$ cat src/rtl/pe_row_mac.sv
// N-tap row MAC processing element: pixel x weight products, bias add, rounded
// shift, optional saturation and ReLU, behind a 3-stage ready/valid pipeline.
module pe_row_mac #(
  parameter int TAPS   = 3,
  parameter int PW     = 8,
  parameter int WW     = 8,
  parameter int BW     = 16,
  parameter int SHIFT  = 6,
  parameter int OW     = 11,
  parameter int SAT_EN = 1
) (
  input  logic                 clk,
  input  logic                 rst,
  input  logic                 w_valid,
  input  logic [WW-1:0]        w_data,
  input  logic [BW-1:0]        bias,
  input  logic                 relu_en,
  input  logic [TAPS*PW-1:0]   p,
  input  logic                 p_valid,
  output logic                 p_ready,
  output logic [OW-1:0]        o,
  output logic                 o_valid,
  input  logic                 o_ready,
  output logic                 o_sat
);

  localparam int PPW = WW + PW + 1;
  localparam int AW  = PPW + $clog2(TAPS) + 1;
  localparam int RW  = AW + 1;

  function automatic logic signed [RW-1:0] rnd_const();
    if (SHIFT > 0) begin
      return RW'(1'b1) << (SHIFT - 1);
    end else begin
      return '0;
    end
  endfunction

  localparam logic signed [RW-1:0] RND_C    = rnd_const();
  localparam logic signed [OW-1:0] O_MAX_OW = {1'b0, {(OW-1){1'b1}}};
  localparam logic signed [OW-1:0] O_MIN_OW = {1'b1, {(OW-1){1'b0}}};
  localparam logic signed [RW-1:0] O_MAX    = RW'(O_MAX_OW);
  localparam logic signed [RW-1:0] O_MIN    = RW'(O_MIN_OW);

  logic signed [WW-1:0]  w_r    [TAPS];
  logic signed [PPW-1:0] prod_r [TAPS];
  logic signed [BW-1:0]  bias1_r;
  logic                  relu1_r;
  logic                  v1_r;
  logic signed [AW-1:0]  sum_r;
  logic                  relu2_r;
  logic                  v2_r;

  logic                  en_s;
  logic signed [AW-1:0]  sum_s;
  logic signed [RW-1:0]  rnd_s;
  logic signed [RW-1:0]  r_s;
  logic [OW-1:0]         clip_s;
  logic                  sat_s;
  logic [OW-1:0]         res_s;

  // The whole pipeline moves as one; the output side alone decides.
  assign en_s    = !o_valid || o_ready;
  assign p_ready = en_s;

  // Serial weight shift register, independent of the pixel handshake.
  always_ff @(posedge clk) begin
    if (rst) begin
      for (int i = 0; i < TAPS; i++) w_r[i] <= '0;
    end else if (w_valid) begin
      w_r[0] <= $signed(w_data);
      for (int i = 1; i < TAPS; i++) w_r[i] <= w_r[i-1];
    end
  end

  // Adder tree plus sign-extended bias; AW is wide enough that it never wraps.
  always_comb begin
    sum_s = AW'(bias1_r);
    for (int i = 0; i < TAPS; i++) sum_s = sum_s + AW'(prod_r[i]);
  end

  // Round half up, shift, then clamp or wrap, then ReLU (o_sat stays pre-ReLU).
  always_comb begin
    rnd_s = RW'(sum_r) + RND_C;
    r_s   = rnd_s >>> SHIFT;
    if (SAT_EN != 0) begin
      if (r_s > O_MAX) begin
        clip_s = O_MAX_OW;
        sat_s  = 1'b1;
      end else if (r_s < O_MIN) begin
        clip_s = O_MIN_OW;
        sat_s  = 1'b1;
      end else begin
        clip_s = r_s[OW-1:0];
        sat_s  = 1'b0;
      end
    end else begin
      clip_s = r_s[OW-1:0];
      sat_s  = 1'b0;
    end
    if (relu2_r && clip_s[OW-1]) begin
      res_s = '0;
    end else begin
      res_s = clip_s;
    end
  end

  // Three pipeline stages; bubbles travel along with the data.
  always_ff @(posedge clk) begin
    if (rst) begin
      for (int i = 0; i < TAPS; i++) prod_r[i] <= '0;
      bias1_r <= '0;
      relu1_r <= 1'b0;
      v1_r    <= 1'b0;
      sum_r   <= '0;
      relu2_r <= 1'b0;
      v2_r    <= 1'b0;
      o       <= '0;
      o_sat   <= 1'b0;
      o_valid <= 1'b0;
    end else if (en_s) begin
      v1_r <= p_valid;
      if (p_valid) begin
        for (int i = 0; i < TAPS; i++) begin
          prod_r[i] <= PPW'(w_r[i]) * PPW'($signed({1'b0, p[i*PW +: PW]}));
        end
        bias1_r <= $signed(bias);
        relu1_r <= relu_en;
      end
      v2_r    <= v1_r;
      sum_r   <= sum_s;
      relu2_r <= relu1_r;
      o_valid <= v2_r;
      o       <= res_s;
      o_sat   <= sat_s;
    end
  end

endmodule

$ cat config.mk
export PLATFORM = sky130hd
export DESIGN_NAME = pe_row_mac
export DESIGN_NICKNAME = d
export VERILOG_FILES = /design/src/rtl/pe_row_mac.sv
export SDC_FILE = /design/constraint.sdc
export NUM_CORES = 1
export LEC_CHECK = 0
export CAP_MARGIN = 10
export CORE_ASPECT_RATIO = 0.75
export CORE_UTILIZATION = 50
export CTS_BUF_LIST = sky130_fd_sc_hd__clkbuf_4
export CTS_CLUSTER_DIAMETER = 30
export DETAILED_ROUTE_END_ITERATION = 10
export PLACE_DENSITY = 0.73
export REMOVE_ABC_BUFFERS = 1
export SLEW_MARGIN = 20
export SYNTH_ARGS = -nofsm -noshare
export SYNTH_HDL_FRONTEND = slang
export SYNTH_SLANG_ARGS = --single-unit
$ cat constraint.sdc
create_clock -name clk -period 12.19 [get_ports clk]
set_input_delay 1.219 -clock clk [delete_from_list [all_inputs] [get_ports clk]]
set_output_delay 1.219 -clock clk [all_outputs]
set_load 0.03 [all_outputs]
# After elaboration in Yosys (flattened, before gate mapping)
# Memories as Yosys holds them, arrays and structs flattened.
# Cells that the tools add are included.
# totals
reg_bits	53
mem_bits_rw	75
elab_cells	50
memories	2
# classes
add_sub_neg	4
mul	3
order_cmp	2
n_mux	20
bitwise_logic	6
n_reduce_logical	4
# memory_table
memory	words	width	rd	rd_clocked_by_memory_dff	write_ports	line	source
prod_r	3	17	3	0	3	46	logic signed [PPW-1:0] prod_r [TAPS];
w_r	3	8	3	0	3	45	logic signed [WW-1:0] w_r [TAPS];
# ops
op	n
$mul A8 B9 Y17	3
$mux W17	3
$mux W11	3
$mux W8	3
$add A20 B7 Y21 const B	1
$add A19 B17 Y20	1
$add A18 B17 Y19	1
$add A16 B17 Y18	1
$gt A15 B11 Y1 const B	1
$lt A15 B11 Y1 const B	1
$mux W1	11
$or A1 B1 Y1	6
$reduce_and A2 Y1	1
$logic_and A1 B1 Y1	1
$logic_not A1 Y1	1
$logic_or A1 B1 Y1	1

# Longest topological paths before layout
# depth
word_depth	6
mapped_depth	18

# Least setup slack after synthesis
# Ideal clock, no wire load.
# synth_path
path_kind	input port to flip-flop
startpoint	input p[21]
endpoint	memory prod_r[0][50] (netlist name) (data pin)
t_arrival_ns	4.996
required_ns	12.043
setup_slack_ns	7.047
cell_stages	13
path_buffers	0
cell_sequence	and2_1 > fa_1 > fa_1 > fa_1 > inv_1 > fa_1 > inv_1 > ha_1 > or4_4 > o211ai_2 > a211oi_1 > or3_1 > a21oi_1
# synth_lines
element	line	source
from (decl)	18	input logic [TAPS*PW-1:0] p,
to (decl)	46	

==> results.md <==
Outcome:
- The flow ran to the end, and the final reports show no timing, DRC or antenna violations.

Run:
- Max-cap violations in this run came to 0.

Setup path:
- The setup path with the least slack is of type in2reg.
- The cell at the slowest stage of the critical path is sky130_fd_sc_hd__fa_1.
- The end of the worst register-to-register path is prod_r[0][50]$_SDFFCE_PN0P_.
- The depth of the most critical reg-to-reg path is 14.
- The worst-case register-to-register setup slack is 7340 ps.
- The data required time at the worst endpoint is 12610 ps.
- In this run the critical register-to-register path is launched from w_r[0][23]$_SDFFCE_PN0P_.
- On the worst path, the slowest cell contributes a delay of 570 ps.
- The element type at the critical path end is a flip-flop.
- The most frequent cell on the critical path is sky130_fd_sc_hd__fa_1.
- The signal on the critical path passes through clkdlybuf4s50_1 -> and2_1 -> fa_1 -> fa_1 -> fa_1 -> inv_1 -> fa_1 -> inv_1 -> ha_1 -> or4_4 -> o211ai_2 -> a211oi_1 -> or3_1 -> a21oi_1.
- The worst setup path is launched from an input port.
- Data arrives at the worst endpoint at 5770 ps.
- Of all nets on the critical path, the largest fanout is 8.

Floorplanning:
- The I/O pin count is 68.
- The core region area is 0.0249 sq mm.
- The height of the die is 140 um.
- The area of the die is 0.0260 sq mm.
- After floorplanning, the core was divided into 50 placement rows.
- Measured along the x axis, the die boundary spans 186 um.
- The starting density of the core is 50.9%.

Yosys:
- After Yosys synthesis, full adders, half adders and majority gates account for 37.4% of the synthesized area.
- Summing the areas of all and, or, nand and nor instances in the mapped netlist gives 17.8% of the synthesized area.
- After synthesis, the most frequently instantiated cells are sky130_fd_sc_hd__inv_1 (202), sky130_fd_sc_hd__and2_1 (155), sky130_fd_sc_hd__ha_1 (147), sky130_fd_sc_hd__fa_1 (145), sky130_fd_sc_hd__nand2_1 (88).
- The mux share of post-synthesis cell area is 0.0790%.
- The proportion of register bits with asynchronous set or reset after synthesis is 0%.
- Synthesis instantiated 66 different standard cells from the library.
- In the synthesized netlist the dominant register cell turns out to be sky130_fd_sc_hd__edfxtp_1.
- The main combinational cell family by area after synthesis is adder cells.
- The yosys synthesis warning count is 0.
- In this run, synthesis produced a sequential element count of 123.
- After Yosys synthesis, XOR and XNOR cells account for 2.14% of the synthesized area.
- The number of flops mapped to enable cells by yosys is 75.
- By area the synthesized netlist is led by sky130_fd_sc_hd__fa_1 (23%), sky130_fd_sc_hd__edfxtp_1 (18%), sky130_fd_sc_hd__ha_1 (15%).
- Synthesis produced 1280 cells.
- The mean post-synth cell area is 9.90 sq um.
- sky130_fd_sc_hd__fa_1 takes more of the synthesized area than any other cell.
- Summing the sequential cell areas from Yosys gives 25.4% of the chip area.
- The cell area after synthesis is 0.0127 sq mm.
- The fraction of the mapped netlist area in compound gates is 10.4%.
- The cell with the most instances after synthesis is sky130_fd_sc_hd__inv_1.
- Of the post-synthesis cell area, the dominant cell type holds 22.9%.

Timing:
- The final number of hold-violating endpoints came to 0.
- The final critical path time including I/O delays and setup is 5350 ps.
- The slew at the pin with the worst max-slew slack is 1140 ps.
- After routing, the total negative slack on setup checks comes to 0 ps.
- The maximum operating frequency is 0.187 GHz.
- The final critical path takes up 43.9% of the cycle.
- The largest clock skew in the final design is 35.5 ps.
- The worst max-slew margin expressed relative to the limit is 23.7%.
- Setup repair after global routing left no endpoint under its margin.
- The total count of max-transition violations in the final report is 0.
- Setup violations remaining at the end of the flow were counted as 0.
- The worst hold slack is 458 ps.

CTS:
- The CTS tree is built.
- The number of setup buffers added after CTS is 0.
- After clock tree synthesis, the clock-pin slew on the worst setup and hold paths is 120 ps.
- The number of clock sinks is 123.
- For this design, the CTS-stage hold fixing added 0 buffers.
- The H-tree was split into 4 levels.
- No sink is reached through more buffers than the 2 on the longest clock path.
- The clock latency reported for the late side of the worst-skew pair is 590 ps.
- Once the clock tree was built, the resizer swapped 0 gates to a different size.
- The root buffer cell chosen for the clock tree is sky130_fd_sc_hd__clkbuf_4.
- The number of CTS-inserted buffers is 17.

Global route:
- The number of global-route vias before repair is 9376.
- The first-pass GRT wire length is 46900 um.
- For met2 alone, demand over resource in global routing was 34.5%.
- The initial antenna violation count is 0.
- The routing usage on met1 is 34.2%.
- Summed over all layers, the global routing overflow is 0.
- met2 is the most crowded layer.
- The maximum number of pins on one net before global-route repair is 56.
- The met3 usage in global routing is 5.26%.
- The overall fraction of global-route tracks in use is 23.3%.

Final layout:
- The final cell count without fillers is 1703.
- The share of final-layout standard cells stronger than drive strength 1 is 4.47%.
- Fill cells in the final layout number 2215.
- Once layout is done, the placed cells without fillers occupy 0.0140 sq mm.
- The final layout contains 1698 nets.
- The synthesis-to-layout area growth is 10.2%.
- The repair_antennas step left the layout with diodes totalling 0.

Route:
- The post-route DRC violation count is 0.
- The final layout contains routed wiring with a total length of 27400 um.
- After detailed routing, the number of vias per cell comes to 5.32.
- Across all layers, the routed design uses 9068 vias.
- The post-route antenna net violation count is 0.
- The average wire length per cell after detail routing is 16.1 um.
- The iteration count of the initial detailed-routing pass is 7.
- For this block, the initial DRC count from the detailed router was 590.

Power and ir drop:
- The share of total power dissipated in the clock network is 14.5%.
- The leakage power is 6.52 nW.
- Of the total power, combinational logic draws 53.0%.
- The switching power summed over all nets is 805 uW.
- Net switching is 43.8% of the power.
- Of the total power, registers draw 32.5%.
- The power density of the placed cells is 132 mW/mm^2.
- The maximum vdd ir drop is 85.1 uV.
- The internal portion of the total power is 1.03 mW.

Placed design:
- During placement, the flow inserted port buffers numbering 67.
- The wire-length estimate of the detail-placed layout is 22200 um.
- Routability-driven placement finished with a final weighted congestion of 0.898.
- The standard cell area after detailed placement is 0.0137 sq mm.
- The number of placed instances, taps included is 1671.

Hold path:
- The worst hold path was traced through 2 stages.
- The startpoint identified for the worst hold timing path is v2_r$_SDFFE_PP0N_.
- The path class of the tightest hold or removal check is reg2reg.
- The endpoint with the worst hold slack is v2_r$_SDFFE_PP0N_.
[worst max-delay path by stage]
| stage | depth (start not counted) | from | endpoint | slack, ps |
|---|---|---|---|---|
| 3_5_place_dp | 14 | p[21] | prod_r[0][50]$_SDFFCE_PN0P_ | 6260 |
| 3_3_place_gp | 15 | p[9] | prod_r[0][33]$_SDFFCE_PN0P_ | 6340 |
| 5_1_grt | 15 | p[1] | prod_r[0][14]$_SDFFCE_PN0P_ | 6700 |
| 6_report | 14 | p[21] | prod_r[0][50]$_SDFFCE_PN0P_ | 6840 |
| 4_1_cts | 14 | p[21] | prod_r[0][50]$_SDFFCE_PN0P_ | 6900 |
| 2_1_floorplan | 13 | p[21] | prod_r[0][50]$_SDFFCE_PN0P_ | 7030 |
[kinds of logic after synthesis]
kind of cell,after synthesis
and+or+nand+nor,423
adders and majority gates,292
buffers and inverters,224
AOI/OAI and AO/OA,186
DFF,123
xor gates and xnor gates,31
muxes,1
[power groups by stage]
stage,clock [mW],combinational (mW),sequential [mW]
after global routing,0.292,1.12,0.609
after CTS,0.274,0.979,0.597
after floorplan,0,0.700,0.614
final,0.267,0.975,0.597
after global placement,0,0.946,0.605
after detailed placement,0,0.970,0.607
[worst max-delay path, delay by kind of cell]
kind	cells	cell delay (ps)
buffers and inverters	3	610
adders and majority gates	5	2330
AOI/OAI and AO/OA	3	420
and+or+nand+nor	3	1170
[routing by layer]
metal  wire, um  part of all wire [%]  vias to the layer above
met5          0                     0                        -
met4        438                   1.6                        0
met3       1780                   6.5                       30
met2      11900                    43                      238
met1      13300                    48                     4384
li1           -                     -                     4416
[per-stage QoR]
step | setup WS, ps | power, mW | util, %
6_report | 6840 | 1.84 | 56.1
5_1_grt | 6700 | 2.02 | 56.1
3_3_place_gp | 6340 | 1.55 | 55.1
3_5_place_dp | 6260 | 1.58 | 55.1
4_1_cts | 6900 | 1.85 | 56.1
2_1_floorplan | 7030 | 1.31 | -
[sequential cells by signal, summed over array words and instances (netlist names)]
register,cells
sum_r,15
o_sat,1
o,11
v1_r,1
bias1_r,16
v2_r,1
o_valid,1
relu1_r,1
w_r,24
relu2_r,1
prod_r,51
[layout by cell type (no fill, tap or decap), types with 6 or more instances in the layout]
cell and instances:
sky130_fd_sc_hd__o21a_1 18, sky130_fd_sc_hd__nand2b_1 15, sky130_fd_sc_hd__nor2_1 69, sky130_fd_sc_hd__o22ai_2 9
sky130_fd_sc_hd__nand4_1 6, sky130_fd_sc_hd__and2_1 155, sky130_fd_sc_hd__o211ai_1 8, sky130_fd_sc_hd__fa_1 145
sky130_fd_sc_hd__ha_1 147, sky130_fd_sc_hd__xnor2_1 16, sky130_fd_sc_hd__buf_4 7, sky130_fd_sc_hd__inv_1 201
sky130_fd_sc_hd__nor2b_1 8, sky130_fd_sc_hd__nand2_1 88, sky130_fd_sc_hd__edfxtp_1 75, sky130_fd_sc_hd__a22o_1 13
sky130_fd_sc_hd__a211oi_1 8, sky130_fd_sc_hd__nand3_1 15, sky130_fd_sc_hd__clkbuf_4 17, sky130_fd_sc_hd__xor2_1 15
sky130_fd_sc_hd__o21ai_0 26, sky130_fd_sc_hd__dfxtp_1 48, sky130_fd_sc_hd__and3_1 10, sky130_fd_sc_hd__clkdlybuf4s50_1 67
sky130_fd_sc_hd__a31oi_1 7, sky130_fd_sc_hd__nor3_1 19, sky130_fd_sc_hd__a21o_1 12, sky130_fd_sc_hd__or3_1 11
sky130_fd_sc_hd__a21oi_1 44
[final cells by class]
class	instances	area [sq um]	area share (%)
Clock buffer	17	128	0.914
Clock inverter	15	119	0.851
Inverter	203	763	5.46
Multi-Input combinational cell	933	8600	61.6
Sequential cell	123	3210	23.0
Tap cell	338	423	3.03
Timing Repair Buffer	74	723	5.18
(Power assumes the default switching activity.)
